File: src/rtl/hash_tx_scheduler.sv
// Round-robin scheduler that shares one string-hash engine between two character
// sources, streaming whole strings and capturing a tagged, length-annotated result.
module hash_tx_scheduler #(
    parameter int CW       = 8,
    parameter int HW       = 8,
    parameter int HASH_LAT = 1,
    parameter int MAX_LEN  = 16,
    parameter int LW       = $clog2(MAX_LEN + 1)
) (
    input  logic          clk_i,
    input  logic          rst_i,
    input  logic          req0_valid_i,
    input  logic [CW-1:0] req0_char_i,
    input  logic          req0_last_i,
    output logic          req0_ready_o,
    input  logic          req1_valid_i,
    input  logic [CW-1:0] req1_char_i,
    input  logic          req1_last_i,
    output logic          req1_ready_o,
    output logic          eng_clr_o,
    output logic          eng_valid_o,
    output logic [CW-1:0] eng_char_o,
    input  logic [HW-1:0] eng_hash_i,
    output logic          res_valid_o,
    output logic [HW-1:0] res_hash_o,
    output logic          res_id_o,
    output logic [LW-1:0] res_len_o,
    output logic          res_trunc_o,
    output logic          busy_o
);
    localparam int CNTW = (HASH_LAT < 1) ? 1 : $clog2(HASH_LAT + 1);

    typedef enum logic [2:0] {IDLE, CLR, STREAM, DRAIN, WAIT} state_t;

    state_t          state_q;
    logic            gnt_q;
    logic            last_id_q;
    logic            trunc_q;
    logic [LW-1:0]   len_q;
    logic [LW-1:0]   len_d;
    logic [CNTW-1:0] cnt_q;
    logic            eng_clr_q;
    logic            eng_valid_q;
    logic [CW-1:0]   eng_char_q;
    logic            res_valid_q;
    logic [HW-1:0]   res_hash_q;
    logic            res_id_q;
    logic [LW-1:0]   res_len_q;
    logic            res_trunc_q;
    logic            busy_q;

    logic            accepting;
    logic            acc;
    logic            acc_last;
    logic [CW-1:0]   acc_char;

    always_comb begin
        accepting    = (state_q == STREAM) || (state_q == DRAIN);
        req0_ready_o = accepting & ~gnt_q;
        req1_ready_o = accepting & gnt_q;
        acc          = gnt_q ? (req1_valid_i & req1_ready_o) : (req0_valid_i & req0_ready_o);
        acc_last     = gnt_q ? req1_last_i : req0_last_i;
        acc_char     = gnt_q ? req1_char_i : req0_char_i;
        len_d        = len_q + LW'(1);
    end

    // The truncation flag is tracked internally so res_trunc_o only changes with res_valid_o.
    always_ff @(posedge clk_i or posedge rst_i) begin
        if (rst_i) begin
            state_q     <= IDLE;
            gnt_q       <= 1'b0;
            last_id_q   <= 1'b1;
            trunc_q     <= 1'b0;
            len_q       <= '0;
            cnt_q       <= '0;
            eng_clr_q   <= 1'b0;
            eng_valid_q <= 1'b0;
            eng_char_q  <= '0;
            res_valid_q <= 1'b0;
            res_hash_q  <= '0;
            res_id_q    <= 1'b0;
            res_len_q   <= '0;
            res_trunc_q <= 1'b0;
            busy_q      <= 1'b0;
        end else begin
            eng_clr_q   <= 1'b0;
            eng_valid_q <= 1'b0;
            res_valid_q <= 1'b0;
            case (state_q)
                IDLE: begin
                    if (req0_valid_i | req1_valid_i) begin
                        gnt_q     <= (req0_valid_i & req1_valid_i) ? ~last_id_q : req1_valid_i;
                        eng_clr_q <= 1'b1;
                        busy_q    <= 1'b1;
                        state_q   <= CLR;
                    end
                end
                CLR: begin
                    len_q   <= '0;
                    trunc_q <= 1'b0;
                    state_q <= STREAM;
                end
                STREAM: begin
                    if (acc) begin
                        eng_valid_q <= 1'b1;
                        eng_char_q  <= acc_char;
                        len_q       <= len_d;
                        cnt_q       <= '0;
                        if (acc_last) begin
                            state_q <= WAIT;
                        end else if (len_d == LW'(MAX_LEN)) begin
                            trunc_q <= 1'b1;
                            state_q <= DRAIN;
                        end
                    end
                end
                DRAIN: begin
                    if (acc && acc_last) begin
                        cnt_q   <= '0;
                        state_q <= WAIT;
                    end
                end
                WAIT: begin
                    if (cnt_q == CNTW'(HASH_LAT)) begin
                        res_valid_q <= 1'b1;
                        res_hash_q  <= eng_hash_i;
                        res_id_q    <= gnt_q;
                        res_len_q   <= len_q;
                        res_trunc_q <= trunc_q;
                        last_id_q   <= gnt_q;
                        busy_q      <= 1'b0;
                        state_q     <= IDLE;
                    end else begin
                        cnt_q <= cnt_q + CNTW'(1);
                    end
                end
                default: state_q <= IDLE;
            endcase
        end
    end

    assign eng_clr_o   = eng_clr_q;
    assign eng_valid_o = eng_valid_q;
    assign eng_char_o  = eng_char_q;
    assign res_valid_o = res_valid_q;
    assign res_hash_o  = res_hash_q;
    assign res_id_o    = res_id_q;
    assign res_len_o   = res_len_q;
    assign res_trunc_o = res_trunc_q;
    assign busy_o      = busy_q;

endmodule

File: config.mk
export PLATFORM = sky130hd
export DESIGN_NAME = hash_tx_scheduler
export DESIGN_NICKNAME = d
export VERILOG_FILES = /design/src/rtl/hash_tx_scheduler.sv
export SDC_FILE = /design/constraint.sdc
export NUM_CORES = 1
export LEC_CHECK = 0
export ABC_AREA = 1
export CAP_MARGIN = 5
export CORE_ASPECT_RATIO = 0.8
export CORE_MARGIN = 2
export CORE_UTILIZATION = 38
export CTS_BUF_LIST = sky130_fd_sc_hd__clkbuf_8
export DETAILED_ROUTE_END_ITERATION = 10
export GPL_ROUTABILITY_DRIVEN = 0
export GPL_TIMING_DRIVEN = 0
export PLACE_DENSITY = 0.69
export SYNTH_ARGS = -nofsm -noshare
export SYNTH_HDL_FRONTEND = slang
export SYNTH_SLANG_ARGS = --single-unit
File: constraint.sdc
create_clock -name clk_i -period 3.3 [get_ports clk_i]
set_input_delay 0.495 -clock clk_i [delete_from_list [all_inputs] [get_ports clk_i]]
set_output_delay 0.495 -clock clk_i [all_outputs]
set_load 0.02 [all_outputs]
**Word level (Yosys, flattened, before mapping)**

Cells that the tools add are included.

- Output and inout port bits: 29
- Flip-flop bits (word level): 39
- Input port bits: 30
- Logic and storage cells: 81

- Mux-type cells: 30
- Bitwise operators: 8
- Reductions and logical operators: 14
- Add/subtract/negate cells: 2
- Eq/ne operators: 12

Operators with widths:

| operator | count |
|---|---|
| 3-bit two-way mux | 6 |
| 1-bit two-way mux | 17 |
| 3-bit case mux with 5 select lines | 1 |
| 5-bit case mux with 2 select lines | 1 |
| 8-bit two-way mux | 1 |
| 2-bit inequality test (second input constant) | 4 |
| 2-bit AND reduction | 4 |
| 3-bit by 2-bit == test with 1-bit output (second input constant) | 2 |
| 3-bit AND reduction | 2 |
| 5-bit by 1-bit adder with 5-bit output (second input constant) | 1 |
| 1-bit AND | 5 |
| 5-bit == test (second input constant) | 1 |
| 5-bit two-way mux | 1 |
| 5-bit AND reduction | 1 |
| 2-bit by 1-bit inequality test with 1-bit output (second input constant) | 2 |
| 1-bit case mux with 2 select lines | 2 |
| 4-bit AND reduction | 1 |
| 2-bit nonzero test | 2 |
| 3-bit by 1-bit == test with 1-bit output (second input constant) | 1 |
| 3-bit == test (second input constant) | 1 |
| 3-bit zero test | 1 |
| 3-bit by 2-bit inequality test with 1-bit output (second input constant) | 1 |
| 1-bit case mux with 3 select lines | 1 |
| 3-bit nonzero test | 1 |
| other kinds (5) | 6 |

**Longest topological paths before layout**

Gate-level depths: netlist of run 1.

- Word-level depth: 8
- Mapped depth: 10
- Mapped depth without buffers: 10

**Worst setup path before layout of run 1**

No wires, ideal clock.

- Path type: flip-flop to output port
- Start point: register gnt_q
- End point: output req1_ready_o
- Required time: 2,805 ps
- Arrival: 918 ps
- Path buffers: 1
- Slack: 1,887 ps
- Stages on the path, launching flop included: 4
- Cell sequence: dfrtp_1 inv_1 clkbuf_1 nor2_1

- Word-level cells in the longest chain between the ends: 1

Ends and longest elaborated chain:

| what | RTL line | text |
|---|---|---|
| from (decl) | 36 | `logic gnt_q;` |
| from (signal assigned) | 92 | `gnt_q <= (req0_valid_i & req1_valid_i) ? ~last_id_q : req1_valid_i;` |
| 1-bit AND | 60 | `req1_ready_o = accepting & gnt_q;` |
| to (decl) | 19 | `output logic req1_ready_o,` |

Every way passes these cells.

**Worst setup path in the final report of run 1**

Same ends and word-level chain as after synthesis.

==> impl_metrics.json, run 1 <==
{
  "status": "finished clean",
  "drv_slew": 0,
  "grt_antenna_before_repair": 0,
  "cap_viol_max_count": 0,
  "post-route-period-util": 0.709,
  "tritoncts": "done",
  "leakage_component_of_the_power_uw": 0.00118,
  "initial_core_util": 0.390,
  "crit_required_ns": 2.80,
  "cp_cell_sequence": "inv_1 > clkbuf_1 > nor2_1 > clkdlybuf4s50_1",
  "floorplan.core_area_sq_mm": 0.00451,
  "drt_pre_antenna_iters": 4,
  "avgSynthCellArea_sq_um": 8.38,
  "yosysTopAreaCellShare": 0.540,
  "min-delay-path-class": "register to register",
  "path_max_fanout": 10,
  "power_density_mw_per_mm2": 806,
  "rows": 22,
  "placement.io_buffers": 58,
  "met3WireLength_microns": 364,
  "filler_cell_count": 449,
  "cts_num_sinks": 39,
  "grt_pass1_wl_mm": 6.89,
  "drt-met1-wl_mm": 1.77,
  "final.hold.worst_slack_ns": 0.468,
  "multi_input_comb_area_sq_um": 674,
  "regToRegSetupSlack_ns": 1.70,
  "clock_insertion_delay_worst_skew_ns": 0.29,
  "synth-seq-area-share": 0.555,
  "rsz_0062_raised_after_global_routing": "false",
  "synth_top_cells_by_area": "dfrtp_1 54%, nand2_1 17%, nor2_1 3.6%",
  "worstSetupStartpointType": "register",
  "met2WireLength_mm": 1.73,
  "clock_tree.htree_level_count": 2,
  "max-clock-path-buffers": 2,
  "netlist_area_sq_mm": 0.00176,
  "design.portCount": 59,
  "globalRouteOverflowTotal": 0,
  "cts_hold_fix_bufs": 0,
  "synth.distinct_cells": 27,
  "postCtsResizedCells": 0,
  "routed_vias_inst": 4.60,
  "total_power_uw": 2020,
  "synth_fp_nets": 241,
  "final_nets": 306,
  "cp-end-kind": "primary output",
  "final_cell_count_no_fill": 336,
  "layout-drive-gt1-share": 0.0833,
  "tightest_slew_ns": 0.793,
  "setup_viol": 0,
  "cts_made_buffers": 5,
  "antennaDiodeCount": 0,
  "timing.final.ws_setup_ns": 0.962,
  "post_cts.repair.setup_buffers": 0,
  "vdd_drop_max_mv": 0.377,
  "grt_max_degree": 40,
  "synthesis_stage_register_bit_count": 39,
  "worstPathArrival_ns": 1.84,
  "first_global_vias": 1547,
  "die_y_microns": 64.9,
  "dp.final_hpwl_mm": 2.88,
  "route.top_layer_used": "met4",
  "dr_total_vias": 1547,
  "finalHoldViolations": 0,
  "dieArea_sq_mm": 0.00520,
  "critical_path.slowest_cell": "clkdlybuf4s50_1",
  "synth_cells": 210,
  "synthToLayoutAreaGrowth_pct": 42.1,
  "wire_per_inst_microns": 11.5,
  "final.min_clock_period_ns": 2.34,
  "ff_latch_area_sq_um": 977,
  "dieWidth_microns": 80.1,
  "synth_top_area_cell": "dfrtp_1",
  "synth_warnings": 0,
  "clkSlewWorstSetupHoldPaths_ns": 0.08,
  "grt.total_usage": 0.172,
  "fmaxAchievable_mhz": 428,
  "wirelength_mm": 3.88,
  "slowest_stage_delay_cp_ns": 0.55,
  "worstHoldPathCells": 2,
  "route.detailed.drc": 0,
  "cts_root_buffer": "clkbuf_8",
  "worstSetupPathType": "register to primary output",
  "worst-r2r-cell-count": 7,
  "placedCellCount": 328,
  "placement.setup.worst_slack_ns": 1.25,
  "drt_first_iter_violations": 50,
  "relSlewSlack": 0.471,
  "setup_total_negative_slack_ns": 0,
  "finClkSkew_ns": 0.00704,
  "antenna_left": 0
}
-- Yosys cell counts --
library cell and count:
nor2_4 2, o22ai_1 1, clkbuf_1 2, nor2_1 17, a21oi_4 1, dfstp_2 1
nand3_1 11, a22oi_1 1, a21o_1 1, dfrtp_1 38, nor2_2 1, buf_8 1
buf_2 3, nand2_2 1, o21ai_1 3, inv_1 16, nand4_1 3, o21ai_2 1
a31oi_1 8, a21oi_1 2, o21ai_0 7, nand3b_1 1, nor3_1 2, nand2_4 1
nand2_1 81, ha_1 1, inv_2 3
-- placed cells by master, fill, tap and decap left out, drive strengths merged --
cell,count
nand2,83
clkdlybuf4s50,58
dfrtp,38
nor2,20
inv,20
nand3,11
o21ai,11
a31oi,8
clkbuf,7
buf,4
nand4,3
a21oi,3
nor3,2
nand3b,1
a22oi,1
o22ai,1
a21o,1
ha,1
clkinvlp,1
clkinv,1
dfstp,1
-- where the power goes --
group	switching, uW	total [uW]	internal [uW]
registers	102	749	647
clock network	162	307	145
logic	544	961	417
-- cell families after synthesis --
logic type	after synthesis	synth area share
simple gates	120	0.287
flops	39	0.555
compound gates	25	0.0888
buf+inv	25	0.0618
fa+ha+maj	1	0.00711
-- layout make-up --
| type | count | area share |
|---|---|---|
| Clock buffer | 5 | 0.0275 |
| Clock inverter | 3 | 0.00650 |
| Timing Repair Buffer | 58 | 0.232 |
| Tap cell | 60 | 0.0300 |
| Multi-Input combinational cell | 146 | 0.270 |
| Sequential cell | 39 | 0.391 |
| Buffer | 6 | 0.0150 |
| Inverter | 19 | 0.0285 |
-- final timing paths --
check                            from             to
setup reg to reg           state_q[2]  eng_char_o[5]
min in group asynchronous       rst_i  res_hash_o[4]
hold / removal              last_id_q      last_id_q
setup / recovery                gnt_q   req1_ready_o
max in group asynchronous       rst_i  eng_char_o[2]
hold reg to reg             last_id_q      last_id_q
-- flip-flops by register name, indices dropped and copies added (netlist names) --
register	cells
gnt_q	1
res_len_o	5
cnt_q	1
state_q	3
len_q	5
eng_valid_o	1
res_hash_o	8
res_id_o	1
eng_clr_o	1
eng_char_o	8
busy_o	1
res_valid_o	1
trunc_q	1
last_id_q	1
res_trunc_o	1
-- routing by layer --
layer	global-route usage	up-vias
met5	0	-
met4	0.0318	0
met3	0.0655	2
met2	0.275	59
met1	0.225	687
li1	-	799
-- worst max-delay path, delay by kind of cell (launching register included) --
| kind | cells | cell delay, ns |
|---|---|---|
| AND/OR/NAND/NOR | 1 | 0.09 |
| buffers and inverters | 3 | 1.04 |
| flip-flops | 1 | 0.42 |
-- metrics by stage --
step / util / cell area (sq um)
final: 0.554 / 2500
after global routing: 0.554 / 2500
after CTS: 0.554 / 2500
after detailed placement: 0.535 / 2420
after global placement: 0.535 / 2420
after floorplan: - / 1760
Note: power is estimated with default switching activity, not from simulation.
==> run 2, diff against run 1 <==
--- a/config.mk
+++ b/config.mk
@@ -14,7 +14,7 @@
 export DETAILED_ROUTE_END_ITERATION = 10
 export GPL_ROUTABILITY_DRIVEN = 0
 export GPL_TIMING_DRIVEN = 0
-export PLACE_DENSITY = 0.69
+export PLACE_DENSITY = 0.71
 export SYNTH_ARGS = -nofsm -noshare
 export SYNTH_HDL_FRONTEND = slang
 export SYNTH_SLANG_ARGS = --single-unit
==> constraint.sdc (replaced) <==
create_clock -name clk_i -period 1.9 [get_ports clk_i]
set_input_delay 0.285 -clock clk_i [delete_from_list [all_inputs] [get_ports clk_i]]
set_output_delay 0.285 -clock clk_i [all_outputs]
set_load 0.02 [all_outputs]
==> run 2 against run 1 <==
Effect of this change: utilization up 0.14 points; clock power up 77%; clock skew fell by 0.0029 ns; combinational power rose by 75%; final cell count unchanged; total power is 75% higher; non-clock buffer count did not move; via count increased by 0.32%; routed wire length up 2.5%; worst hold slack got worse by 0.015 ns.
==> impl_metrics.json, run 2 (same netlist as run 1, synthesis figures left out) <==
{
  "status": "finished clean",
  "cts_hold_fix_bufs": 0,
  "antenna_left": 0,
  "relSlewSlack": 0.476,
  "rows": 22,
  "grt.total_usage": 0.173,
  "drt_pre_antenna_iters": 5,
  "power_density_mw_per_mm2": 1410,
  "worstSetupPathType": "register to register",
  "min-delay-path-class": "input pin to async pin",
  "floorplan.core_area_sq_mm": 0.00451,
  "wirelength_mm": 3.98,
  "cap_viol_max_count": 0,
  "worst-r2r-cell-count": 6,
  "finClkSkew_ns": 0.00416,
  "design.portCount": 59,
  "route.detailed.drc": 0,
  "grt_antenna_before_repair": 0,
  "worstReg2RegStart": "gnt_q",
  "antennaDiodeCount": 0,
  "filler_cell_count": 452,
  "rr_endpoint": "eng_char_o[5]",
  "layout-drive-gt1-share": 0.0942,
  "cts_num_sinks": 39,
  "vdd_drop_max_mv": 0.619,
  "first_global_vias": 1561,
  "dieWidth_microns": 80.1,
  "dr_total_vias": 1552,
  "leakage_component_of_the_power_uw": 0.00119,
  "layout_common_cells": "81 x nand2_1, 56 x clkdlybuf4s50_1, 38 x dfrtp_1",
  "rsz_0062_raised_after_global_routing": "false",
  "cp-end-kind": "register",
  "final_nets": 306,
  "drt_first_iter_violations": 89,
  "setup_total_negative_slack_ns": 0,
  "dieArea_sq_mm": 0.00520,
  "max-clock-path-buffers": 2,
  "synthToLayoutAreaGrowth_pct": 42.4,
  "grt_max_degree": 40,
  "die_y_microns": 64.9,
  "setup_viol": 0,
  "grt_pass1_wl_mm": 6.83,
  "finalHoldViolations": 0,
  "routed_vias_inst": 4.62,
  "final.hold.worst_slack_ns": 0.453,
  "placement.io_buffers": 58,
  "final_cell_count_no_fill": 336,
  "placedInstanceArea_sq_mm": 0.00242,
  "clkSlewWorstSetupHoldPaths_ns": 0.07,
  "tightest_slew_ns": 0.785,
  "fmaxAchievable_mhz": 579,
  "initial_core_util": 0.390,
  "layout.cells.most_common": "nand2_1",
  "post_route_design_area_sq_mm": 0.00251,
  "globalRouteOverflowTotal": 0,
  "tritoncts": "done",
  "placedCellCount": 328,
  "path_max_fanout": 11,
  "worstSetupStartpointType": "register",
  "dp.final_hpwl_mm": 2.90,
  "cts_made_buffers": 5,
  "wire_per_inst_microns": 11.8,
  "post-route-period-util": 0.909,
  "clock_insertion_delay_worst_skew_ns": 0.29,
  "regToRegSetupSlack_ns": 0.17,
  "worstPathArrival_ns": 1.90,
  "finish.utilization": 0.555,
  "final.min_clock_period_ns": 1.73,
  "cts_root_buffer": "clkbuf_8",
  "crit_required_ns": 2.08,
  "drv_slew": 0,
  "clock_tree.htree_level_count": 2
}
==> run 2: cell types whose count changed in the layout (fill, tap and decap cells not counted), sizes merged <==
| cell | before | now |
|---|---|---|
| clkdlybuf4s50 | 58 | 56 |
| dlygate4sd2 | 0 | 2 |
| buf | 4 | 5 |
| clkbuf | 7 | 6 |
| clkinvlp | 1 | 2 |
| inv | 20 | 19 |
==> run 2: where the power goes <==
part           internal (uW)  switching (uW)  leakage, uW
clock                    251             292    0.0000453
combinational            727             953     0.000656
sequential              1120             181     0.000489
total                   2100            1430      0.00119
==> run 2: worst max-delay path, stage by stage, from the launching register on <==
cell and delay, ns:
dfrtp_1 0.44, clkinvlp_4 0.12, buf_4 0.18, nand4_1 0.21, a21oi_4 0.38, buf_8 0.19
a31oi_1 0.08
==> run 2: through the flow <==
step / worst slack, ns / total power, uW
2_1_floorplan: 0.548 / 2280
3_3_place_gp: -0.133 / 2980
3_5_place_dp: 0.0443 / 3010
4_1_cts: 0.154 / 3570
5_1_grt: 0.0812 / 3830
6_report: 0.173 / 3530
==> run 2: cell type report <==
type / count / area, sq um / area share
inverters: 19 / 75.1 / 0.0299
repair buffers: 59 / 586 / 0.234
plain buffers: 5 / 35.0 / 0.0140
well taps: 60 / 75.1 / 0.0299
flip-flops and latches: 39 / 977 / 0.390
clock buffers: 5 / 68.8 / 0.0274
clock inverters: 3 / 16.3 / 0.00649
multi-input cells: 146 / 674 / 0.269
==> run 2: worst max path at each step <==
| stage | cells after the start | end | startpoint |
|---|---|---|---|
| global placement | 2 | res_len_o[1] | rst_i |
| finish | 6 | eng_char_o[5] | gnt_q |
| CTS | 6 | eng_char_o[5] | gnt_q |
| global route | 6 | eng_char_o[3] | gnt_q |
| floorplan | 7 | eng_char_o[0] | state_q[2] |
| detailed placement | 5 | eng_char_o[5] | req1_valid_i |
==> run 2: repair_timing <==
action | in CTS | in global routing
setup endpoints to repair | 2 | 0
setup buffers | 1 | 0
resized for setup | 4 | 0
==> run 2: metal layers <==
metal,vias to the layer above,track usage,share of wire
met1,703,0.213,0.46
met3,4,0.0599,0.074
met4,0,0.0572,0.0093
met2,43,0.284,0.46
met5,-,0,0
li1,802,-,-
